--- src/rtl/fetch_unit_if.sv ---
// rtl/fetch_unit_if.sv - instruction-memory request/ack and fetch-to-decode handshake bundle
interface fetch_unit_if;
  logic        imem_req;
  logic [31:0] imem_addr;
  logic        imem_ack;
  logic [31:0] imem_rdata;
  logic        inst_valid;
  logic [31:0] inst;
  logic [31:0] inst_pc;
  logic        inst_ready;
  logic        redirect;
  logic [31:0] redirect_pc;

  modport master (
    output imem_req, imem_addr, inst_valid, inst, inst_pc,
    input  imem_ack, imem_rdata, inst_ready, redirect, redirect_pc
  );

  modport slave (
    input  imem_req, imem_addr, inst_valid, inst, inst_pc,
    output imem_ack, imem_rdata, inst_ready, redirect, redirect_pc
  );
endinterface

--- src/rtl/fetch_unit.sv ---
// rtl/fetch_unit.sv - fetch FSM (IDLE/REQ/FLUSH) feeding a prefetch buffer; FETCH_STATS_EN adds flush_cnt
module fetch_unit #(
  parameter logic [31:0] RESET_PC   = 32'h0000_0000,
  parameter int          FIFO_DEPTH = 4
) (
  input  logic         clk,
  input  logic         rst,
  fetch_unit_if.master bus
`ifdef FETCH_STATS_EN
  ,
  output logic [15:0]  flush_cnt
`endif
);
  localparam int PW = $clog2(FIFO_DEPTH);
  localparam int CW = PW + 1;
  localparam logic [CW-1:0] DEPTH = CW'(FIFO_DEPTH);

  typedef enum logic [1:0] {IDLE, REQ, FLUSH} state_t;

  state_t        state, state_n;
  logic          started;
  logic [31:0]   pc, pc_n;
  logic [31:0]   addr, addr_n;
  logic          req, req_n;
  logic [CW-1:0] count, count_n, fill;
  logic [PW-1:0] wr_ptr, rd_ptr;
  logic [31:0]   buf_pc  [FIFO_DEPTH];
  logic [31:0]   buf_ins [FIFO_DEPTH];
  logic          push, pop;

  // Redirect wins over everything: no push, no pop, buffer emptied.
  assign push    = (state == REQ) && bus.imem_ack && !bus.redirect;
  assign pop     = (count != '0) && bus.inst_ready && !bus.redirect;
  assign fill    = count + CW'(1) - CW'(pop);
  assign count_n = bus.redirect ? '0 : count + CW'(push) - CW'(pop);

  always_comb begin
    state_n = state;
    pc_n    = pc;
    req_n   = req;
    addr_n  = addr;
    case (state)
      IDLE: begin
        if (bus.redirect) begin
          pc_n = bus.redirect_pc;
        end else if (started && (count < DEPTH)) begin
          req_n   = 1'b1;
          addr_n  = pc;
          state_n = REQ;
        end
      end
      REQ: begin
        if (bus.redirect) begin
          pc_n = bus.redirect_pc;
          if (bus.imem_ack) begin
            req_n   = 1'b0;
            state_n = IDLE;
          end else begin
            state_n = FLUSH;
          end
        end else if (bus.imem_ack) begin
          pc_n = pc + 32'd1;
          if (fill < DEPTH) begin
            addr_n = pc + 32'd1;
          end else begin
            req_n   = 1'b0;
            state_n = IDLE;
          end
        end
      end
      FLUSH: begin
        if (bus.redirect) pc_n = bus.redirect_pc;
        if (bus.imem_ack) begin
          req_n   = 1'b0;
          state_n = IDLE;
        end
      end
      default: state_n = IDLE;
    endcase
  end

  // started delays the first request by one edge after reset release.
  always_ff @(posedge clk or negedge rst) begin
    if (!rst) begin
      state   <= IDLE;
      started <= 1'b0;
      pc      <= RESET_PC;
      addr    <= RESET_PC;
      req     <= 1'b0;
      count   <= '0;
      wr_ptr  <= '0;
      rd_ptr  <= '0;
    end else begin
      state   <= state_n;
      started <= 1'b1;
      pc      <= pc_n;
      addr    <= addr_n;
      req     <= req_n;
      count   <= count_n;
      if (bus.redirect) begin
        wr_ptr <= '0;
        rd_ptr <= '0;
      end else begin
        if (push) wr_ptr <= wr_ptr + PW'(1);
        if (pop)  rd_ptr <= rd_ptr + PW'(1);
      end
    end
  end

  always_ff @(posedge clk) begin
    if (push) begin
      buf_pc[wr_ptr]  <= pc;
      buf_ins[wr_ptr] <= bus.imem_rdata;
    end
  end

  assign bus.imem_req   = req;
  assign bus.imem_addr  = addr;
  assign bus.inst_valid = (count != '0);
  assign bus.inst       = (count != '0) ? buf_ins[rd_ptr] : '0;
  assign bus.inst_pc    = (count != '0) ? buf_pc[rd_ptr]  : '0;

`ifdef FETCH_STATS_EN
  logic        drop;
  logic [16:0] flush_sum;

  assign drop      = bus.imem_ack && ((state == FLUSH) || ((state == REQ) && bus.redirect));
  assign flush_sum = {1'b0, flush_cnt} + 17'(bus.redirect ? count : '0) + 17'(drop);

  always_ff @(posedge clk or negedge rst) begin
    if (!rst) flush_cnt <= '0;
    else      flush_cnt <= flush_sum[16] ? 16'hFFFF : flush_sum[15:0];
  end
`endif
endmodule

--- src/flat_wrapper.sv ---
// flat-port wrapper written by rule: the top's interface ports become plain ports
module fetch_unit_flat 
#(
  parameter logic [31:0] RESET_PC   = 32'h0000_0000,
  parameter int          FIFO_DEPTH = 4
)
  (clk, rst, bus_imem_req, bus_imem_addr, bus_inst_valid, bus_inst, bus_inst_pc, bus_imem_ack, bus_imem_rdata, bus_inst_ready, bus_redirect, bus_redirect_pc);
  fetch_unit_if bus_i ();
  input  logic clk;
  input  logic rst;
  output wire logic [$bits(bus_i.imem_req)-1:0] bus_imem_req;
  output wire logic [$bits(bus_i.imem_addr)-1:0] bus_imem_addr;
  output wire logic [$bits(bus_i.inst_valid)-1:0] bus_inst_valid;
  output wire logic [$bits(bus_i.inst)-1:0] bus_inst;
  output wire logic [$bits(bus_i.inst_pc)-1:0] bus_inst_pc;
  input wire logic [$bits(bus_i.imem_ack)-1:0] bus_imem_ack;
  input wire logic [$bits(bus_i.imem_rdata)-1:0] bus_imem_rdata;
  input wire logic [$bits(bus_i.inst_ready)-1:0] bus_inst_ready;
  input wire logic [$bits(bus_i.redirect)-1:0] bus_redirect;
  input wire logic [$bits(bus_i.redirect_pc)-1:0] bus_redirect_pc;
  assign bus_imem_req = bus_i.imem_req;
  assign bus_imem_addr = bus_i.imem_addr;
  assign bus_inst_valid = bus_i.inst_valid;
  assign bus_inst = bus_i.inst;
  assign bus_inst_pc = bus_i.inst_pc;
  assign bus_i.imem_ack = bus_imem_ack;
  assign bus_i.imem_rdata = bus_imem_rdata;
  assign bus_i.inst_ready = bus_inst_ready;
  assign bus_i.redirect = bus_redirect;
  assign bus_i.redirect_pc = bus_redirect_pc;
  fetch_unit #(.RESET_PC(RESET_PC), .FIFO_DEPTH(FIFO_DEPTH)) u_core (.clk(clk), .rst(rst), .bus(bus_i));
endmodule
--- config.mk ---
export PLATFORM = sky130hd
export DESIGN_NAME = fetch_unit_flat
export DESIGN_NICKNAME = d
export VERILOG_FILES = /design/src/rtl/fetch_unit_if.sv /design/src/rtl/fetch_unit.sv /design/src/flat_wrapper.sv
export SDC_FILE = /design/constraint.sdc
export NUM_CORES = 1
export LEC_CHECK = 0
export ABC_AREA = 1
export BUFFER_PORTS_ARGS = -buffer_cell sky130_fd_sc_hd__buf_2
export CORE_ASPECT_RATIO = 1.75
export CORE_MARGIN = 1
export CORE_UTILIZATION = 52
export CTS_CLUSTER_DIAMETER = 40
export CTS_CLUSTER_SIZE = 10
export DETAILED_ROUTE_END_ITERATION = 8
export PLACE_DENSITY = 0.83
export SLEW_MARGIN = 0
export SYNTH_ARGS = -nofsm -noshare
export SYNTH_HDL_FRONTEND = slang
export SYNTH_SLANG_ARGS = --single-unit
--- constraint.sdc ---
create_clock -name clk -period 4.2 [get_ports clk]
set_clock_uncertainty 0.1 [all_clocks]
set_input_delay 0.84 -clock clk [delete_from_list [all_inputs] [get_ports clk]]
set_output_delay 0.84 -clock clk [all_outputs]
set_load 0.05 [all_outputs]
==> summary.md <==
| Metric | Value |
|---|---|
| Clock Latency Late Sink | `0.54 ns` |
| Mapped Avg Cell Area | `9.93 sq um` |
| Max_slew headroom | `41.7%` |
| #FFs+latches synth | `331` |
| Max stage delay on crit path | `0.71 ns` |
| Fillers | `2223` |
| Setup repair bufs after CTS | `0` |
| Worst-Margin Slew | `roughly 0.9 ns` |
| Ports | `~170` |
| Critical path type | `reg -> out` |
| Met3 Usage GRT | `approximately 3.1%` |
| Max Cap Viol | `0` |
| Top delay family on crit path | `buffers and inverters` |
| Overall Global Routing Usage | `roughly a quarter` |
| WP data required | `3.26 ns` |
| DR pass1 iterations | `5` |
| Place WS | `0.967 ns` |
| IO Port Bufs | `around 170` |
| Max stage delay cell, worst path | `dfrtp_4` |
| Seq pwr share | `between 30% and 40%` |
| Sequential fraction of the synthesis area | `65.0%` |
| Die area | `29000 sq um` |
| CTS H-tree depth | `2` |
| Syn nets | `1563` |
| Setup ws final | `around 0.42 ns` |
| F_max | `264 MHz` |
| Area occupied by multi-input gates | `4520 sq um` |
| RSZ-0062 raised after global routing | `no` |
| Clock tree buffer depth | `3` |
| M2 GR Usage | `42.8%` |
| Largest net degree at the start of global routing | `between 80 and 90` |
| Comb power frac | `41.1%` |
| TNS Setup | `0 ns` |
| Resized cells post-CTS | `0` |
| FF+latch area | `9570 sq um` |
| Final ANT Viol Nets | `0` |
| Post-CTS Hold Buffers | `0` |
| Peak supply drop | `approximately 550 uV` |
| Cell Rows | `81` |
| Most used cell, CP | `buf_12` |
| Most instantiated cells after synthesis | `nor2_1 (356), nand2_1 (271), edfxtp_1 (256)` |
| DR iter-0 viols | `830` |
| Drt drc | `0` |
| DP Wirelength | `22200 microns` |
| Vias in the first global route | `10700` |
| Routability cong. | `0.907` |
| Worst min-delay path class | `in -> async` |
| Synth warnings | `0` |
| DR vias | `between 10000 and 15000` |
| Ys async rst share | `22.7%` |
| Total clock buffers created by CTS | `a little over 40` |
| Area fraction of the dominant cell type after synthesis | `a little over half` |
| # diodes | `0` |
| Vias per inst | `5.46` |
| EDFF count, synth | `256` |
| Post-synth top area cell | `edfxtp_1` |
| Die Height | `225 microns` |
| Netlist Area Pre-Place | `about 15000 sq um` |
| CP Cell Sequence | `inv_2, buf_12, buf_12, o21ai_0, a21oi_1, buf_2` |
| Final number of setup-violating endpoints | `0` |
| Mapped Cells | `about 1500` |
| Pwr dens | `791 nW/um^2` |
| Share of cells above drive strength 1 | `16.4%` |
| Sw Share | `45.8%` |
| Synth cell types | `36` |
| Top cells by area, synth | `edfxtp_1 (52%), dfrtp_1 (13%), nor2_1 (9.1%)` |
| Post-layout nets | `between 1500 and 2000` |
| Area Growth Syn to Fin | `15.9%` |
| Routed wire length per instance | `approximately 17 microns` |
| Met1 usage | `28.2%` |
| Starting Density | `52.8%` |
| Clock share of power | `23.0%` |
| Die X-Extent | `about 130 microns` |
| Final Hold Fails | `0` |
| GRT busiest layer | `met2` |
| Period utilisation layout | `90.1%` |
| Status | `completed` |
| Pint | `7310 uW` |
| Root Buffer | `clkbuf_16` |
| Routed Wire Length | `35300 microns` |
| Post-route minimum period | `3.78 ns` |
| Core footprint | `27900 sq um` |
| Clock transition at path regs | `around 0.06 ns` |
| Crit start category | `flip-flop` |
| Initial antenna violation count | `0` |
| Grt ovf | `0` |
| CP arrival | `2.84 ns` |
| Clock sinks | `331` |
| Max-slew violation count | `0` |
| First-pass GRT wire length | `~54000 microns` |
| Worst setup EP type | `primary output` |
| WP buf/inv | `4` |
| Critical Path Fanout Max | `66` |
| Most common cell in the synthesized netlist | `nor2_1` |
| Net Sw Power | `6170 uW` |
| TritonCTS clock tree | `done` |
| Leak | `0.00686 uW` |
| Dominant synthesized flop cell | `edfxtp_1` |
-- state kept, by name (all words and copies together), names as in the netlist --
signal and flops:
u_core.buf_ins 128, u_core.buf_pc 128, u_core.bus.imem_addr 32, u_core.pc 32, u_core.count 3, u_core.rd_ptr 2
u_core.state 2, u_core.wr_ptr 2, u_core.bus.imem_req 1, u_core.started 1
-- cell usage in the layout (no fill, tap or decap), types with 2 or more instances in the layout --
master | Yosys | final
nor2_2 | 5 | 5
nor2_1 | 356 | 351
inv_1 | 63 | 62
buf_12 | 0 | 5
clkbuf_16 | 0 | 41
o211ai_1 | 9 | 9
clkinv_8 | 0 | 2
a21oi_1 | 100 | 100
buf_2 | 32 | 166
o21ai_0 | 155 | 155
xor2_2 | 2 | 2
nand2_2 | 5 | 5
clkinv_2 | 1 | 5
inv_6 | 1 | 4
nand3_1 | 64 | 64
edfxtp_1 | 256 | 256
buf_4 | 2 | 13
clkbuf_1 | 23 | 17
dfrtp_1 | 75 | 73
ha_1 | 12 | 12
nand2_1 | 271 | 271
nor2_4 | 6 | 11
inv_2 | 5 | 6
o21ai_1 | 4 | 4
xor2_1 | 5 | 5
-- layer usage --
layer  routed length, microns  share of wire [%]  up-vias
met5                        0                  0        -
met4                     1990                5.6        0
met3                     1920                5.5      102
met2                    18100                 51      453
met1                    13300                 38     5267
li1                         -                  -     5277
-- cell families (layout without fill, tap and decap cells) --
group	count (synthesis)	after routing	synth area share (%)
other	1	1	0.0255
AND/OR/NAND/NOR	712	712	19.3
XOR/XNOR	8	8	0.578
AO/OA/AOI/OAI	271	271	9.41
adder cells (fa/ha/maj)	13	13	1.16
buffers and inverters	145	323	4.49
flip-flops	331	331	65.0
-- worst paths after layout --
| path | startpoint | endpoint | slack, ns | cells past startpoint |
|---|---|---|---|---|
| setup reg to reg | u_core.count[1]$_DFF_PN0_ | u_core.bus.imem_addr[23]$_DFFE_PN0P_ | 1.33 | 17 |
| min in group clk | u_core.bus.imem_addr[6]$_DFFE_PN0P_ | u_core.bus.imem_addr[6]$_DFFE_PN0P_ | 0.37 | 2 |
| setup / recovery | u_core.rd_ptr[0]$_DFFE_PN0P_ | bus_inst[31] | 0.42 | 6 |
| max in group asynchronous | rst | u_core.pc[27]$_DFFE_PN0P_ | 2.72 | 2 |
| hold reg to reg | u_core.bus.imem_addr[6]$_DFFE_PN0P_ | u_core.bus.imem_addr[6]$_DFFE_PN0P_ | 0.37 | 2 |
| hold / removal | rst | u_core.wr_ptr[0]$_DFFE_PN0P_ | 0.09 | 1 |
-- area by class of cell --
class / instances / share of cell area [%]
flip-flops and latches: 331 / 56.1
multi-input cells: 1005 / 26.5
clock buffers: 59 / 6.47
repair buffers: 184 / 6.03
well taps: 373 / 2.74
inverters: 71 / 1.61
clock inverters: 9 / 0.462
-- through the flow --
step	instances	total power, uW	area [sq um]	utilization (%)	hold WS (ns)
after floorplan	1481	8960	14700	-	0.417
after global placement	1964	10300	15900	56.9	0.362
after detailed placement	1964	10400	15900	56.9	0.360
after CTS	2032	13500	17000	61.2	0.0829
after global routing	2032	14200	17000	61.2	0.0996
final	2032	13500	17000	61.2	0.0874
-- power by group through the flow --
| stage | sequential, uW | clock (uW) | combinational, uW |
|---|---|---|---|
| after CTS | 4820 | 3160 | 5570 |
| after floorplan | 5160 | 0 | 3800 |
| after global placement | 4840 | 0 | 5440 |
| final | 4830 | 3100 | 5540 |
| after detailed placement | 4870 | 0 | 5540 |
| after global routing | 4900 | 3280 | 6000 |
(Power assumes the default switching activity.)
